--- src/rtl/base_wrr_arb.sv ---
// Weighted round-robin arbiter with transaction lock: each requester may keep the
// grant for up to its weight in transactions, and multi-beat transactions are never split.
module base_wrr_arb #(
    parameter int ways   = 4,
    parameter int wwidth = 4,
    parameter int iwidth = 2
) (
    input  logic                     clk,
    input  logic                     reset,
    input  logic [0:ways-1]          i_v,
    output logic [0:ways-1]          i_r,
    input  logic [0:ways-1]          i_h,
    input  logic [0:ways*wwidth-1]   cfg_wt,
    output logic                     o_v,
    input  logic                     o_r,
    output logic [0:ways-1]          o_s,
    output logic                     o_h,
    output logic [0:iwidth-1]        o_own
);

    logic [iwidth-1:0] own;
    logic [wwidth-1:0] cnt;
    logic              lock;

    logic [iwidth-1:0] sel;
    logic [iwidth-1:0] cand;
    logic              rot;
    logic              found;
    logic              act;
    logic [wwidth-1:0] cnt_nxt;
    logic [wwidth-1:0] wts [ways];

    // A zero weight still earns one transaction per turn.
    function automatic logic [wwidth-1:0] wt_floor(input logic [wwidth-1:0] w);
        return (w == '0) ? wwidth'(1) : w;
    endfunction

    function automatic logic [wwidth-1:0] sat_dec(input logic [wwidth-1:0] c, input logic d);
        return (d && c != '0) ? c - wwidth'(1) : c;
    endfunction

    always_comb begin
        for (int i = 0; i < ways; i++) begin
            wts[i] = cfg_wt[i*wwidth +: wwidth];
        end
    end

    always_comb begin
        sel   = own;
        rot   = 1'b0;
        found = 1'b0;
        cand  = own;
        o_v   = 1'b0;
        if (lock) begin
            o_v = i_v[own];
        end else if (i_v[own] && cnt != '0) begin
            o_v = 1'b1;
        end else begin
            rot = 1'b1;
            o_v = |i_v;
            // Scan starts just past the owner so the owner itself is considered last.
            for (int k = 1; k <= ways; k++) begin
                cand = iwidth'((int'(own) + k) % ways);
                if (!found && i_v[cand]) begin
                    sel   = cand;
                    found = 1'b1;
                end
            end
        end
    end

    always_comb begin
        o_s      = '0;
        o_s[sel] = o_v;
    end

    assign i_r   = o_s & {ways{o_r}};
    assign o_h   = i_h[sel] & o_v;
    assign act   = o_v & o_r;
    assign o_own = own;

    // Credit is charged only on the last beat of a transaction.
    assign cnt_nxt = rot ? sat_dec(wt_floor(wts[sel]), ~i_h[sel])
                         : sat_dec(cnt, ~i_h[sel]);

    always_ff @(posedge clk or posedge reset) begin
        if (reset) begin
            own  <= iwidth'(ways - 1);
            cnt  <= '0;
            lock <= 1'b0;
        end else if (act) begin
            own  <= sel;
            lock <= i_h[sel];
            cnt  <= cnt_nxt;
        end
    end

endmodule

--- config.mk ---
export PLATFORM = sky130hd
export DESIGN_NAME = base_wrr_arb
export DESIGN_NICKNAME = d
export VERILOG_FILES = /design/src/rtl/base_wrr_arb.sv
export SDC_FILE = /design/constraint.sdc
export NUM_CORES = 1
export LEC_CHECK = 0
export CAP_MARGIN = 30
export CORE_UTILIZATION = 37
export CTS_CLUSTER_SIZE = 8
export DETAILED_ROUTE_END_ITERATION = 8
export HOLD_SLACK_MARGIN = 0.15
export PLACE_DENSITY = 0.71
export SYNTH_ARGS = -nofsm -noshare
export SYNTH_HDL_FRONTEND = slang
export SYNTH_SLANG_ARGS = --single-unit
export TNS_END_PERCENT = 5
--- constraint.sdc ---
create_clock -name clk -period 4.45 [get_ports clk]
set_input_delay 0.445 -clock clk [delete_from_list [all_inputs] [get_ports clk]]
set_output_delay 0.445 -clock clk [all_outputs]
set_load 0.005 [all_outputs]
# After elaboration in Yosys (flattened, before gate mapping)
# Cells that the tools add are included.
[word_totals]
rom_bits = 0
inputBits = 27
ff_bits = 7
mem_bits_rw = 0
latch_bits = 0
output_inout_bits = 12
word_cells = 89
n_memories = 0
[op_classes]
eq_ne = 0
magnitude_cmp = 7
multipliers = 0
n_div = 0
bitwise_logic = 11
addsub = 6
mux = 46
reduce_logical = 16
n_shift = 0
[ops]
columns = ["op", "count"]
rows = [
  ["1-bit 2-to-1 mux", 26],
  ["4-bit 2-to-1 mux", 6],
  ["3-bit >= comparator, second input constant", 6],
  ["2-bit NOT with 3-bit output", 6],
  ["1-bit binary-select mux with 2-bit select", 6],
  ["2-bit 2-to-1 mux", 6],
  ["4-bit AND", 2],
  ["4-bit binary-select mux with 2-bit select", 1],
  ["4-bit nonzero test", 2],
  ["4-bit by 1-bit subtractor with 4-bit output, second input constant", 2],
  ["1-bit logical AND", 7],
  ["2-bit by 1-bit adder with 2-bit output, second input constant", 2],
  ["2-bit adder, second input constant", 2],
  ["4-bit zero test", 1],
  ["4-bit OR reduction", 1],
  ["1-bit zero test", 3],
  ["3-bit by 1-bit less-than comparator with 1-bit output, second input constant", 1],
  ["1-bit AND", 2],
  ["1-bit demux with 2-bit select", 1],
  ["2-bit AND reduction", 1],
  ["2-bit nonzero test", 1],
  ["1-bit NOT", 1],
]

# Longest topological paths before layout
[logic_depth]
word_depth = 33
mapped_depth = 17
depth_no_buf = 16

# Worst setup path before layout
# OpenSTA, ideal clock, no wires.
[synth_path]
path_type = "register to register"
startpoint = "register own[0] (netlist: o_own[1])"
endpoint = "register cnt[0]"
period_less_slack_ns = 4.261
arrival_ns = 4.135
n_path_buf = 1
path_slack_ns = 0.189
t_required_ns = 4.324
path_stages_with_launch = 15
cell_sequence = "dfstp_2 clkbuf_1 mux4_2 a21oi_4 o311ai_1 a22oi_2 mux4_1 or2_2 o21bai_2 inv_1 ha_1 and2_4 a221oi_4 xor2_1 a221o_1"
[synth_via]
elab_chain_len = 33
elab_cells_between_ends = 69
cone_classes = "add/sub: 5; mux: 43; bitwise: 8; reduce/logical: 13"
[synth_rtl]
columns = ["item", "line", "text"]
rows = [
  ["start, declared", "21", "logic [iwidth-1:0] own;"],
  ["start signal, assigned", "88", "own <= iwidth'(ways - 1);"],
  ["start signal, assigned", "92", "own <= sel;"],
  ["branches (longest 33 deep; another with 2-bit by 1-bit adder with 2-bit output)", "n/a", ""],
  ["end signal, assigned", "94", "cnt <= cnt_nxt;"],
  ["end, declared", "22", "logic [wwidth-1:0] cnt;"],
]
# Parallel ways; which one is timed is not known. The select of a mux whose other input is x is not followed.
# A chain may end at the register's enable or synchronous reset.

# Final worst setup path
[layout_path]
startpoint = "register cnt[0]"
endpoint = "register cnt[0]"
[layout_via]
elab_chain_len = 14
elab_cells_between_ends = 29
cone_classes = "add/sub: 2; mux: 16; bitwise: 3; reduce/logical: 8"
[layout_rtl]
columns = ["item"]
rows = [
  ["branches (longest 14 deep; another with 4-bit by 1-bit subtractor with 4-bit output)"],
]
# Parallel ways; which one is timed is not known. The select of a mux whose other input is x is not followed.

==> flow_summary.toml <==
[placed_design]
dp_slack_ns = 0.00465
io_buffers = 38
hpwlAfterDp_um = 2360
place.gp.congestion = 0.785

[power_and_ir_drop]
finalPower_w = 0.00111
switching_share_pct = 45.7
power.leakage_nw = 0.620
seq_power_share_pct = 13.2
ir_drop_v = 0.000436
p_int_w = 0.000603
pwr-share-clk_pct = 5.5
p_per_area_nw_per_um2 = 744
combPwrFrac_pct = 81.3
net-switching-power_w = 0.000507

[global_routing]
grt_usage_pct = 20.9
grt_overflow_total = 0
antenna_found_initial = 0
grt_first_pass_wirelength_um = 4490
grt_start_max_net_pins = 12
grt_pass1_vias = 1031

[cts]
cts_resized = 0
cts_root_buffer = "clkbuf_4"
cts_tree = "yes"
htree_levels = 1
ctsLongestPathBuffers = 2
clkSlewWorstSetupHoldPaths_ns = 0.06
cts_hold_buf = 0
insertion_delay_ns = 0.26
cts_made_buffers = 3
numClockSinks = 7
cts_setup_buffers = 0

[logic_synthesis]
yosysTopAreaCell = "dfrtp_1"
ys_types = 46
synth_async_sr_flop_share_pct = 100
synth.area.top_cells = "dfrtp_1, mux4_2, nor3_1, dfstp_2, mux4_1"
synth-edff-count = 0
synth.net_count = 150
synth_top_flop_cell = "dfrtp_1"
netlist_instances = 120
synth_area_um2 = 1020
ys_top_cells_by_count = "nor3_1, inv_1, nand2_1, o21ai_0, nor2_1"
post-synth-top-count-cell = "nor3_1"
synth_top_area_share_pct = 12.3
synth-seq-cells = 7
ys_warn_count = 0
ys_seq_area_share_pct = 17.4
syn_avg_cell_area_um2 = 8.49

[critical_path]
critPathKind = "reg -> reg"
cp.required_ns = 4.58
crit_path_max_fanout = 8
startpoint_type = "flip-flop"
end_kind = "flip-flop"
critPathArrivalTime_ns = 4.37

[sta]
fin_worst_skew_ns = 0.00334
worst_slew_pin_slew_ns = 0.477
layout_setup_ws_ns = 0.217
grt_setup_unrepaired = "no"
max_slew_margin_pct = 68.0
slew_violations = 0
max_freq_mhz = 236
fin_tns_setup_ns = 0
min_period_ns = 4.23
setup_viol = 0
report.final.hold_viol_count = 0
period_share_pct = 95.1

[route]
drtAntennaViolNets = 0
finalWirelength_um = 2880
first_pass_iters = 4
viasPerCell = 5.63
drt-initial-drc-count = 19
vias = 1103
drcViolationCount = 0
wl_per_cell_um = 14.7

[die]
die_area_um2 = 2970
initial_utilization_pct = 40.0
rows = 18
coreArea_um2 = 2540
fp.dieW_um = 54.5
io_pins = 39
die_h_um = 54.5

[min_path]
hp-class = "in -> async"

[finish]
syn2layout_area_growth_pct = 46.6
n_fill_cell = 246
n_antenna_cell = 0
num-nets-final = 197
drive_above_1_share_pct = 16.3

[flow_run]
cap_violations = 0

[status]
outcome = "finished, final reports clean"
==> through the flow <==
stage / cell area [µm²] / cells / utilization (%) / hold WS, ns
final: 1490 / 196 / 58.7 / 0.418
after global routing: 1490 / 196 / 58.7 / 0.450
after CTS: 1490 / 196 / 58.7 / 0.432
after detailed placement: 1470 / 192 / 57.6 / 0.564
after global placement: 1470 / 192 / 57.6 / 0.538
after floorplan: 1020 / 120 / - / 0.247
==> kinds of logic (layout without fill, tap and decap cells) <==
logic type,count (synthesis),in the layout,share of synthesized area [%]
AO/OA/AOI/OAI,31,31,24.7
XOR/XNOR,2,2,1.72
adder cells (fa/ha/maj),3,3,3.69
buffers and inverters,16,62,7.74
flip-flops,7,7,17.4
multiplexers,11,11,17.9
AND/OR/NAND/NOR,50,50,26.8
==> registers in the layout, indices dropped and copies added, names as in the netlist <==
register and count:
o_own 2, lock 1, cnt 4
==> layout by cell type (no fill, tap or decap), types with 2 or more instances in the layout <==
| cell type | instances |
|---|---|
| mux2i_1 | 4 |
| a21o_1 | 2 |
| xor2_1 | 2 |
| nand2_1 | 11 |
| mux4_1 | 2 |
| nor2_1 | 6 |
| dfrtp_1 | 5 |
| dfstp_2 | 2 |
| inv_1 | 11 |
| nand2b_1 | 3 |
| ha_1 | 3 |
| a21oi_1 | 3 |
| nor3_1 | 12 |
| nor2b_1 | 2 |
| o21ai_0 | 9 |
| clkdlybuf4s50_1 | 38 |
| buf_4 | 9 |
| mux4_2 | 3 |
| mux2_2 | 2 |
| nor4_1 | 2 |
| and2_1 | 2 |
| a22oi_1 | 2 |
| nor3b_1 | 4 |
| and3b_1 | 2 |
| clkbuf_4 | 3 |
==> worst max-delay path: stages, from the launching register on <==
cell       delay (ns)
dfrtp_1          0.41
inv_1            0.11
ha_1             0.17
or3b_2           0.52
a21oi_4          0.15
buf_4            0.17
or4b_1           0.48
a2bb2oi_2        0.18
mux4_1           0.25
or2_2            0.33
o21bai_2         0.14
inv_1            0.06
ha_1             0.22
and2_4           0.15
a221oi_4         0.34
xor2_1           0.11
a221o_1          0.31
==> final timing paths <==
kind / startpoint / end / slack (ns) / cells past startpoint
setup reg to reg: cnt[0] / cnt[0] / 0.22 / 16
hold / removal: reset / lock / 0.42 / 2
hold reg to reg: cnt[3] / cnt[3] / 0.57 / 2
min in group clk: cnt[3] / cnt[3] / 0.57 / 2
setup / recovery: cnt[0] / cnt[0] / 0.22 / 16
max in group asynchronous: reset / o_own[1] / 3.76 / 2
==> power by group through the flow <==
stage               clock network [W]  registers [W]  logic (W)
floorplan                           0       0.000129   0.000600
global placement                    0       0.000144   0.000868
detailed placement                  0       0.000147   0.000892
CTS                         0.0000611       0.000146   0.000900
global route                0.0000660       0.000149   0.000972
finish                      0.0000610       0.000146   0.000903
==> cell type report <==
class	instances	area, µm²	share of cell area, %
tap	30	37.5	2.51
multi-input combinational	97	762	51.0
inverter	11	41.3	2.77
sequential	7	178	11.9
clock buffer	4	26.3	1.76
timing repair buffer	47	448	30.0
==> layer usage <==
layer | share of wire [%] | global-route usage, %
met1 | 44 | 26.0
met3 | 6.9 | 2.50
met2 | 48 | 37.8
met5 | 0 | 0
met4 | 1.1 | 5.13
Note: power is estimated with default switching activity, not from simulation.
